===== config.mk =====
export PLATFORM = sky130hd
export DESIGN_NAME = slib_input_filter
export DESIGN_NICKNAME = d
export VERILOG_FILES = /design/src/rtl/slib_pkg.sv /design/src/rtl/slib_input_filter_ch.sv /design/src/rtl/slib_input_filter.sv
export SDC_FILE = /design/constraint.sdc
export NUM_CORES = 1
export LEC_CHECK = 0
export BUFFER_PORTS_ARGS = -buffer_cell sky130_fd_sc_hd__buf_2
export CELL_PAD_IN_SITES_DETAIL_PLACEMENT = 0
export CELL_PAD_IN_SITES_GLOBAL_PLACEMENT = 1
export CORE_AREA = 10 10 47 49
export DETAILED_ROUTE_END_ITERATION = 10
export DIE_AREA = 0 0 57 59
export GPL_TIMING_DRIVEN = 0
export PLACE_DENSITY_LB_ADDON = 0.1
export SYNTH_ARGS = -nofsm -noshare
export SYNTH_HDL_FRONTEND = slang
export SYNTH_SLANG_ARGS = --single-unit

===== constraint.sdc =====
create_clock -name CLK -period 1.41 [get_ports CLK]
set_input_delay 0.141 -clock CLK [delete_from_list [all_inputs] [get_ports CLK]]
set_output_delay 0.141 -clock CLK [all_outputs]
set_load 0.01 [all_outputs]

===== src/rtl/slib_pkg.sv =====
// Shared helpers for the slib input-conditioning blocks: parameter limits
// and the filter counter width function.
package slib_pkg;

  localparam int WIDTH_MIN      = 1;
  localparam int WIDTH_MAX      = 32;
  localparam int STAGES_MIN     = 2;
  localparam int STAGES_MAX     = 4;
  localparam int FILTER_CNT_MIN = 1;
  localparam int FILTER_CNT_MAX = 255;

  function automatic int cnt_width(input int filter_cnt);
    return $clog2(filter_cnt + 1);
  endfunction

  function automatic bit params_ok(input int width, input int stages, input int filter_cnt);
    return (width >= WIDTH_MIN) && (width <= WIDTH_MAX) &&
           (stages >= STAGES_MIN) && (stages <= STAGES_MAX) &&
           (filter_cnt >= FILTER_CNT_MIN) && (filter_cnt <= FILTER_CNT_MAX);
  endfunction

endpackage


===== src/rtl/slib_input_filter_ch.sv =====
// One channel of the input filter: synchroniser chain, persistence counter,
// filtered level and registered edge pulses.
module slib_input_filter_ch
  import slib_pkg::*;
#(
  parameter int   STAGES     = 2,
  parameter int   FILTER_CNT = 4,
  parameter logic RESET_VAL  = 1'b0
) (
  input  logic CLK,
  input  logic RST_N,
  input  logic CE,
  input  logic D,
  output logic Q,
  output logic RISE,
  output logic FALL
);

  localparam int CW = cnt_width(FILTER_CNT);
  localparam logic [CW-1:0] CNT_LAST = CW'(FILTER_CNT - 1);

  logic [STAGES-1:0] sync;
  logic [CW-1:0]     cnt;
  logic              s;

  assign s = sync[STAGES-1];

  always_ff @(posedge CLK or negedge RST_N) begin
    if (!RST_N) begin
      sync <= {STAGES{RESET_VAL}};
    end else begin
      sync <= {sync[STAGES-2:0], D};
    end
  end

  // Any sample agreeing with Q restarts the persistence count.
  always_ff @(posedge CLK or negedge RST_N) begin
    if (!RST_N) begin
      cnt  <= '0;
      Q    <= RESET_VAL;
      RISE <= 1'b0;
      FALL <= 1'b0;
    end else begin
      RISE <= 1'b0;
      FALL <= 1'b0;
      if (s == Q) begin
        cnt <= '0;
      end else if (CE) begin
        if (cnt == CNT_LAST) begin
          cnt  <= '0;
          Q    <= s;
          RISE <= s;
          FALL <= ~s;
        end else begin
          cnt <= cnt + CW'(1);
        end
      end
    end
  end

endmodule


===== src/rtl/slib_input_filter.sv =====
// Multi-channel synchronising glitch filter; one independent
// slib_input_filter_ch per input bit.
module slib_input_filter
  import slib_pkg::*;
#(
  parameter int               WIDTH      = 1,
  parameter int               STAGES     = 2,
  parameter int               FILTER_CNT = 4,
  parameter logic [WIDTH-1:0] RESET_VAL  = '0
) (
  input  logic             CLK,
  input  logic             RST_N,
  input  logic             CE,
  input  logic [WIDTH-1:0] D,
  output logic [WIDTH-1:0] Q,
  output logic [WIDTH-1:0] RISE,
  output logic [WIDTH-1:0] FALL
);

  if (!params_ok(WIDTH, STAGES, FILTER_CNT)) begin : g_bad_params
    $error("slib_input_filter: WIDTH/STAGES/FILTER_CNT out of range");
  end

  for (genvar i = 0; i < WIDTH; i++) begin : g_ch
    slib_input_filter_ch #(
      .STAGES     (STAGES),
      .FILTER_CNT (FILTER_CNT),
      .RESET_VAL  (RESET_VAL[i])
    ) u_ch (
      .CLK   (CLK),
      .RST_N (RST_N),
      .CE    (CE),
      .D     (D[i]),
      .Q     (Q[i]),
      .RISE  (RISE[i]),
      .FALL  (FALL[i])
    );
  end

endmodule


==> results.json, run 1 <==
{
  "run_status": "completed",
  "r2r_cells": 4,
  "criticalPathCategory": "register to register",
  "timing.rr.end": "g_ch[0].u_ch.Q$_DFFE_PN0P_",
  "critPathLaunchType": "register",
  "yosysMostFrequentCell": "dfrtp_1",
  "cts.sinks": 8,
  "core_sq_um": 1400,
  "cts_buffers": 3,
  "finalMaxSlewViolations": 0,
  "yosysUniqueCellTypes": 15,
  "hpwl_um": 441,
  "synth-main-ff-cell": "dfrtp_1",
  "rsz0062_at_grt": "no",
  "dieArea_sq_um": 3360,
  "post-place-ws_ns": 0.192,
  "netlist_top_cells_area": "dfrtp_1 63%, nor4b_2 4.7%, ha_1 3.9%",
  "route.detailed.wl_per_inst_um": 11.3,
  "path_max_fanout": 4,
  "worstHoldEndpoint": "g_ch[0].u_ch.cnt[0]$_DFFE_PN0P_",
  "fin_tns_setup_ns": 0,
  "syn_area_sq_um": 318,
  "numPortBuffers": 6,
  "avgViaCountPerCell": 4.18,
  "grt_overflow": 0,
  "num-fill-cells": 157,
  "grt_usage_pct": 4.42,
  "clk_pin_slew_ns": 0.05,
  "power_leakage_nw": 0.196,
  "cts-root-buf": "clkbuf_4",
  "dp.cells": 45,
  "fmax_mhz": 824,
  "io_pins": 7,
  "start_util_pct": 22.7,
  "detail-route-antenna-nets": 0,
  "post-cts-setup-buffers": 0,
  "maxCapViolCount": 0,
  "nNetsFinal": 41,
  "htree_levels": 1,
  "synth_top_cell_by_area": "dfrtp_1",
  "drc_errors": 0,
  "via_count": 209,
  "grt_pass1_wl_um": 1060,
  "drive_gt1_share_pct": 38.2,
  "synth_edf_count": 0,
  "syn_inst": 23,
  "stdcell_count": 50,
  "synth_fp_nets": 28,
  "fin_crit_sh_pct": 86.0,
  "rows": 14,
  "clock_skew_ns": 0.000358,
  "layout_min_cycle_time_ns": 1.21,
  "die_w_um": 57,
  "path_cells": "ha_1 > nand2_2 > nor2_2 > mux2_1",
  "area_growth_pct": 29.1,
  "syn-mean-instance-area_sq_um": 13.8,
  "finalWorstSetupSlack_ns": 0.197,
  "worstPathRequired_ns": 1.54,
  "grt_pass1_vias": 240,
  "cts_tree": "built",
  "gp_congestion": 0.687,
  "powerDensity_nw_per_um2": 1500,
  "antenna_found_initial": 0,
  "cp-end-kind": "register",
  "hold_path_class": "input pin to register",
  "r2r-start": "g_ch[0].u_ch.cnt[0]$_DFFE_PN0P_",
  "cts_max_path_buffers": 2,
  "async_flop_share_pct": 100,
  "grt_max_degree": 9,
  "slowest_stage": "dfrtp_1",
  "drtIter0Drc": 1,
  "cp_slowest_stage_delay_ns": 0.39,
  "wl_um": 564,
  "synth_seq_cells": 8,
  "first_pass_iters": 2,
  "diodes": 0,
  "rrSetupSlack_ns": 0.20,
  "hold_start": "CE",
  "finalHoldViolCount": 0,
  "die_y_um": 59,
  "yosysWarnings": 0,
  "worstSkewPairLatency_ns": 0.25,
  "synth_common_cells": "8 x dfrtp_1, 2 x nor2_1",
  "worst_pin_slew_ns": 0.276,
  "synth_top_area_share_pct": 63.0,
  "finalSetupViolCount": 0,
  "irDropWorstVdd_uv": 462,
  "arrival_ns": 1.34,
  "yosysSeqAreaShare_pct": 63.0,
  "slew_headroom_pct": 81.3,
  "min_path_cells": 3
}
## cell type report
type / count / area, sq um / share of cell area [%]
flip-flops and latches: 8 / 200 / 48.8
repair buffers: 8 / 50.0 / 12.2
multi-input cells: 15 / 118 / 28.7
clock buffers: 3 / 22.5 / 5.49
well taps: 16 / 20.0 / 4.88
## through the flow
| step | utilization, % | total power [W] | hold slack, ns | area, sq um |
|---|---|---|---|---|
| global route | 29.3 | 0.000673 | 0.216 | 410 |
| detailed placement | 26.3 | 0.000452 | -0.00597 | 368 |
| global placement | 26.3 | 0.000451 | -0.00852 | 368 |
| floorplan | - | 0.000403 | -0.155 | 318 |
| CTS | 29.3 | 0.000630 | 0.200 | 410 |
| finish | 29.3 | 0.000616 | 0.204 | 410 |
## critical path, delay by kind of cell, from the launching register on
kind,cells,cell delay [ns]
and+or+nand+nor,2,0.16
DFF,1,0.39
muxes,1,0.30
adders and majority gates,1,0.23
## cells by family after synthesis
family	Yosys count	synth area share (%)
AOI/OAI and AO/OA	1	1.57
adders and majority gates	1	3.94
DFF	8	63.0
xor gates and xnor gates	1	2.76
and+or+nand+nor	10	22.1
muxes	2	6.69
## placed cells by master, fill, tap and decap left out
cell / instances
nand3b_1: 1
dlygate4sd3_1: 2
clkbuf_4: 3
nand2_2: 1
nor2_1: 2
nand2_1: 1
ha_1: 1
buf_2: 6
mux2i_1: 1
dfrtp_1: 8
mux2_1: 1
nor2_2: 1
nor4b_2: 1
a21oi_1: 1
nand2b_1: 1
nor4b_1: 1
xnor2_1: 1
nand2b_2: 1
## worst max path at each step
stage,startpoint,endpoint,slack [ns],cells past startpoint
after global routing,g_ch[0].u_ch.cnt[0]$_DFFE_PN0P_,g_ch[0].u_ch.Q$_DFFE_PN0P_,0.14,4
after global placement,g_ch[0].u_ch.cnt[0]$_DFFE_PN0P_,g_ch[0].u_ch.Q$_DFFE_PN0P_,0.20,4
after floorplan,g_ch[0].u_ch.cnt[0]$_DFFE_PN0P_,g_ch[0].u_ch.Q$_DFFE_PN0P_,0.26,4
after CTS,g_ch[0].u_ch.cnt[0]$_DFFE_PN0P_,g_ch[0].u_ch.Q$_DFFE_PN0P_,0.19,4
after detailed placement,g_ch[0].u_ch.cnt[0]$_DFFE_PN0P_,g_ch[0].u_ch.Q$_DFFE_PN0P_,0.19,4
final,g_ch[0].u_ch.cnt[0]$_DFFE_PN0P_,g_ch[0].u_ch.Q$_DFFE_PN0P_,0.20,4
## sequential cells by signal, indices dropped and copies added (netlist names)
name            flops
g_ch.u_ch.cnt       3
g_ch.u_ch.sync      2
g_ch.u_ch.RISE      1
g_ch.u_ch.Q         1
g_ch.u_ch.FALL      1
## power breakdown
group          total (W)  switching, W  internal [W]  leakage, nW
Clock           0.000169     0.0000724     0.0000970       0.0138
Sequential      0.000311     0.0000386      0.000273        0.105
Combinational   0.000136     0.0000630     0.0000727       0.0772
Total           0.000616      0.000174      0.000442        0.196
## repair_timing
action / in CTS / in global routing
hold buffers: 2 / 0
hold endpoints to repair: 9 / 0
gates resized for setup: 0 / 0
## per-layer routing
metal | GRT usage [%] | vias to the layer above | part of all wire [%]
li1 | - | 101 | -
met1 | 4.43 | 99 | 45
met2 | 5.43 | 7 | 41
met3 | 3.22 | 2 | 9.0
met4 | 5.03 | 0 | 4.4
met5 | 0 | - | 0
(Power assumes the default switching activity.)
==> run 2: changes to the inputs <==
- PLACE_DENSITY: default -> 0.48
- PLACE_DENSITY_LB_ADDON: 0.1 -> default
==> run 2 against run 1 <==
Compared with the run above: register-to-register slack barely moved; largest power group unchanged; via count fell by 0.96%; hold slack got worse by 0.013 ns; die area did not move; critical path depth did not move; final area did not move; largest cell class unchanged; final cell count did not move; sequential power barely moved; critical endpoint unchanged.
==> results.json, run 2 (synthesis results as in run 1) <==
{
  "cts.sinks": 8,
  "rows": 14,
  "drc_errors": 0,
  "powerDensity_nw_per_um2": 1500,
  "finalHoldViolCount": 0,
  "grt_usage_pct": 4.04,
  "grt_overflow": 0,
  "finalMaxSlewViolations": 0,
  "gp_congestion": 0.666,
  "criticalPathCategory": "register to register",
  "rsz0062_at_grt": "no",
  "post-cts-setup-buffers": 0,
  "path_max_fanout": 4,
  "dieArea_sq_um": 3360,
  "start_util_pct": 22.7,
  "power.internal_w": 0.000442,
  "largest-register": "g_ch.u_ch.cnt",
  "fin_tns_setup_ns": 0,
  "worstSkewPairLatency_ns": 0.25,
  "area_growth_pct": 29.1,
  "drive_gt1_share_pct": 38.2,
  "reg_top3": "g_ch.u_ch.cnt: 3 flops, g_ch.u_ch.sync: 2 flops",
  "power_leakage_nw": 0.196,
  "fmax_mhz": 823,
  "run_status": "completed",
  "irDropWorstVdd_uv": 582,
  "io_pins": 7,
  "die_w_um": 57,
  "p_sw_w": 0.000172,
  "switching_share_pct": 27.9,
  "htree_levels": 1,
  "first_pass_iters": 3,
  "grt_max_degree": 9,
  "p_clk_share_pct": 27.4,
  "cts_tree": "built",
  "wl_um": 512,
  "worstPathRequired_ns": 1.54,
  "grt_pass1_vias": 251,
  "cts_max_path_buffers": 2,
  "num-fill-cells": 154,
  "power.total_w": 0.000614,
  "cts_buffers": 3,
  "clk_pin_slew_ns": 0.05,
  "p_seq_share_pct": 50.5,
  "slowest_stage": "dfrtp_1",
  "core_sq_um": 1400,
  "maxCapViolCount": 0,
  "drtIter0Drc": 6,
  "fin_crit_sh_pct": 86.1,
  "cp-end-kind": "register",
  "clock_skew_ns": 0.00391,
  "critPathLaunchType": "register",
  "detail-route-antenna-nets": 0,
  "layout_min_cycle_time_ns": 1.21,
  "worst_pin_slew_ns": 0.287,
  "cp_slowest_stage_delay_ns": 0.40,
  "numPortBuffers": 6,
  "slew_headroom_pct": 80.7,
  "hpwl_um": 396,
  "grt_pass1_wl_um": 1030,
  "antenna_found_initial": 0,
  "path_cells": "ha_1 > nand2_2 > nor2_2 > mux2_1",
  "final_common_cell": "dfrtp_1",
  "die_y_um": 59,
  "finalSetupViolCount": 0,
  "final_cell_mix": "8 x dfrtp_1, 6 x buf_2, 3 x clkbuf_4",
  "avgViaCountPerCell": 4.14,
  "diodes": 0,
  "via_count": 207,
  "comb_power_share_pct": 22.2,
  "arrival_ns": 1.34,
  "cts-root-buf": "clkbuf_4",
  "route.detailed.wl_per_inst_um": 10.2,
  "nNetsFinal": 41,
  "largest_register_ffs": 3,
  "hold_path_class": "input pin to register"
}
-- run 2: cell counts in the layout (fill, tap and decap cells not counted) --
Identical to the previous run, type by type.
-- run 2: layer usage --
layer | wire length (um) | share of wire, % | global-route usage (%) | up-vias
met2 | 215 | 42 | 6.05 | 10
met5 | 0 | 0 | 0 | -
li1 | - | - | - | 102
met4 | 0 | 0 | 2.01 | 0
met1 | 231 | 45 | 3.38 | 95
met3 | 65 | 13 | 4.29 | 0
-- run 2: path summary, 6_finish.rpt --
kind | start | end | slack, ns | depth (start not counted)
setup / recovery | g_ch[0].u_ch.cnt[0]$_DFFE_PN0P_ | g_ch[0].u_ch.Q$_DFFE_PN0P_ | 0.20 | 4
hold / removal | CE | g_ch[0].u_ch.cnt[0]$_DFFE_PN0P_ | 0.19 | 3
setup reg to reg | g_ch[0].u_ch.cnt[0]$_DFFE_PN0P_ | g_ch[0].u_ch.Q$_DFFE_PN0P_ | 0.20 | 4
hold reg to reg | g_ch[0].u_ch.sync[0]$_DFF_PN0_ | g_ch[0].u_ch.sync[1]$_DFF_PN0_ | 0.35 | 0
max in group asynchronous | RST_N | g_ch[0].u_ch.sync[1]$_DFF_PN0_ | 0.99 | 2
min in group asynchronous | RST_N | g_ch[0].u_ch.cnt[1]$_DFFE_PN0P_ | 0.26 | 2
-- run 2: area by class of cell --
class                           instances  area (sq um)  area share, %
Tap cell                               16          20.0           4.88
Sequential cell                         8           200           48.8
Multi-Input combinational cell         15           118           28.7
Clock buffer                            3          22.5           5.49
Timing Repair Buffer                    8          50.0           12.2
-- run 2: per-stage QoR --
stage                     util (%)  cells  hold WS [ns]  worst slack (ns)  area, sq um
after CTS                     29.3     50         0.190             0.187          410
after global placement        26.3     45       -0.0105             0.212          368
final                         29.3     50         0.191             0.195          410
after detailed placement      26.3     45      -0.00549             0.196          368
after global routing          29.3     50         0.214             0.129          410
after floorplan                  -     23        -0.155             0.257          318
-- run 2: critical path: cells and delay by family, from the launching register on --
family,cells,cell delay [ns]
fa+ha+maj,1,0.23
mux,1,0.30
flops,1,0.40
simple gates,2,0.16
-- run 2: power groups by stage --
stage | registers, W | logic, W | clock network [W]
global placement | 0.000312 | 0.000134 | 0
CTS | 0.000311 | 0.000142 | 0.000178
finish | 0.000310 | 0.000136 | 0.000168
detailed placement | 0.000314 | 0.000138 | 0
global route | 0.000319 | 0.000160 | 0.000196
floorplan | 0.000316 | 0.0000871 | 0
-- run 2: timing repair --
item / in CTS / in global routing
hold buffers: 2 / 0
endpoints found under the hold margin: 9 / 0
resized for setup: 0 / 0
==> run 3: changes to the inputs <==
- BUFFER_PORTS_ARGS: -buffer_cell sky130_fd_sc_hd__buf_2 -> default
- DONT_BUFFER_PORTS: default -> 1
- PLACE_DENSITY: 0.48 -> 0.42
==> run 3 against run 2 <==
Compared with the run above: final area fell by 7.3%; utilization fell by 2.1 points; clock skew fell by 0.0034 ns; critical path type unchanged; register-to-register slack barely moved; global-route usage fell by 0.31 points; sequential cell count did not move; hold slack got worse by 0.14 ns; critical path depth did not move; die area did not move; sequential share of layout area rose by 3.9 points; via count fell by 8.2%; combinational power fell by 20%; highest routed layer unchanged; largest power group unchanged.
==> results.json, run 3 (synthesis results as in run 1) <==
{
  "p_seq_share_pct": 53.1,
  "slew_headroom_pct": 75.0,
  "wl_um": 525,
  "cts_hold_repair.buffers": 2,
  "diodes": 0,
  "rows": 14,
  "path_buf_inv": 0,
  "drc_errors": 0,
  "layout_min_cycle_time_ns": 1.20,
  "power.internal_w": 0.000430,
  "grt_overflow": 0,
  "worstPathRequired_ns": 1.54,
  "largest-register": "g_ch.u_ch.cnt",
  "cts.sinks": 8,
  "criticalPathCategory": "register to register",
  "slowest_stage": "dfrtp_1",
  "finalWorstSetupSlack_ns": 0.206,
  "power.total_w": 0.000605,
  "maxCapViolCount": 0,
  "arrival_ns": 1.34,
  "cp_slowest_stage_delay_ns": 0.40,
  "worstSkewPairLatency_ns": 0.25,
  "post_cts_resized": 0,
  "clk_pin_slew_ns": 0.05,
  "drtIter0Drc": 2,
  "post-cts-setup-buffers": 0,
  "final_cell_mix": "8 x dfrtp_1, 3 x clkbuf_4, 2 x nor2_1, 2 x dlygate4sd3_1",
  "avgViaCountPerCell": 4.32,
  "final_common_cell": "dfrtp_1",
  "switching_share_pct": 28.8,
  "cts_max_path_buffers": 2,
  "rsz0062_at_grt": "no",
  "numPortBuffers": 0,
  "cts-root-buf": "clkbuf_4",
  "start_util_pct": 22.7,
  "dieArea_sq_um": 3360,
  "post-place-ws_ns": 0.200,
  "path_max_fanout": 4,
  "p_clk_share_pct": 28.9,
  "worst_pin_slew_ns": 0.373,
  "critPathTopFamily": "flip-flops",
  "drive_gt1_share_pct": 25.0,
  "htree_levels": 1,
  "fmax_mhz": 830,
  "detail-route-antenna-nets": 0,
  "path_cells": "ha_1 > nand2_2 > nor2_2 > mux2_1",
  "powerDensity_nw_per_um2": 1590,
  "finalMaxSlewViolations": 0,
  "antenna_found_initial": 0,
  "holdWs_ns": 0.0461,
  "finalSetupViolCount": 0,
  "fin_util_pct": 27.1,
  "comb_power_share_pct": 18.0,
  "cp-end-kind": "register",
  "area_growth_pct": 19.7,
  "power_leakage_nw": 0.168,
  "hold_path_class": "input pin to register",
  "grt_max_degree": 9,
  "core_sq_um": 1400,
  "largest_register_ffs": 3,
  "grt_usage_pct": 3.74,
  "fin_tns_setup_ns": 0,
  "first_pass_iters": 4,
  "cts_buffers": 3,
  "io_pins": 7,
  "die_w_um": 57,
  "die_y_um": 59,
  "irDropWorstVdd_uv": 414,
  "cts_tree": "built",
  "run_status": "completed",
  "grt_pass1_wl_um": 938,
  "finalHoldViolCount": 0,
  "p_sw_w": 0.000174,
  "nNetsFinal": 35,
  "clock_skew_ns": 0.000464,
  "via_count": 190,
  "critPathLaunchType": "register",
  "route.detailed.wl_per_inst_um": 11.9,
  "gp_congestion": 0.599,
  "fin_crit_sh_pct": 85.4,
  "reg_top3": "g_ch.u_ch.cnt: 3 flops, g_ch.u_ch.sync: 2 flops",
  "grt_pass1_vias": 202
}
-- run 3: cell type report --
type	count	area, sq um
repair buffers	2	20.0
fillers	159	1020
well taps	16	20.0
multi-input cells	15	118
clock buffers	3	22.5
flip-flops and latches	8	200
-- run 3: stage by stage --
step                instances  instance area (sq um)
finish                     44                    380
global route               44                    380
CTS                        44                    380
detailed placement         39                    338
global placement           39                    338
floorplan                  23                    318
-- run 3: per-layer routing --
layer	vias to the layer above	global-route usage [%]	wire, um
li1	89	-	-
met1	94	3.61	212
met2	7	4.96	250
met3	0	3.22	63
met4	0	3.02	0
met5	-	0	0
-- run 3: path summary, 6_finish.rpt --
| check | cells after the start | from | endpoint | slack, ns |
|---|---|---|---|---|
| worst max-delay path | 4 | g_ch[0].u_ch.cnt[0]$_DFFE_PN0P_ | g_ch[0].u_ch.Q$_DFFE_PN0P_ | 0.21 |
| worst min register to register | 0 | g_ch[0].u_ch.sync[0]$_DFF_PN0_ | g_ch[0].u_ch.sync[1]$_DFF_PN0_ | 0.35 |
| worst max register to register | 4 | g_ch[0].u_ch.cnt[0]$_DFFE_PN0P_ | g_ch[0].u_ch.Q$_DFFE_PN0P_ | 0.21 |
| min in group asynchronous | 1 | RST_N | g_ch[0].u_ch.cnt[0]$_DFFE_PN0P_ | 0.24 |
| worst min-delay path | 2 | CE | g_ch[0].u_ch.cnt[0]$_DFFE_PN0P_ | 0.05 |
| max in group asynchronous | 1 | RST_N | g_ch[0].u_ch.Q$_DFFE_PN0P_ | 0.90 |
-- run 3: power groups by stage --
stage          logic [W]  clock network [W]  registers, W
2_1_floorplan  0.0000871                  0      0.000316
3_3_place_gp   0.0000982                  0      0.000326
3_5_place_dp    0.000102                  0      0.000328
4_1_cts         0.000112           0.000184      0.000324
5_1_grt         0.000128           0.000192      0.000330
6_report        0.000109           0.000175      0.000321
-- run 3: worst reg2reg max path, cell delays in order, from the launching register on --
cell and delay, ns:
dfrtp_1 0.40, ha_1 0.23, nand2_2 0.12, nor2_2 0.04, mux2_1 0.30
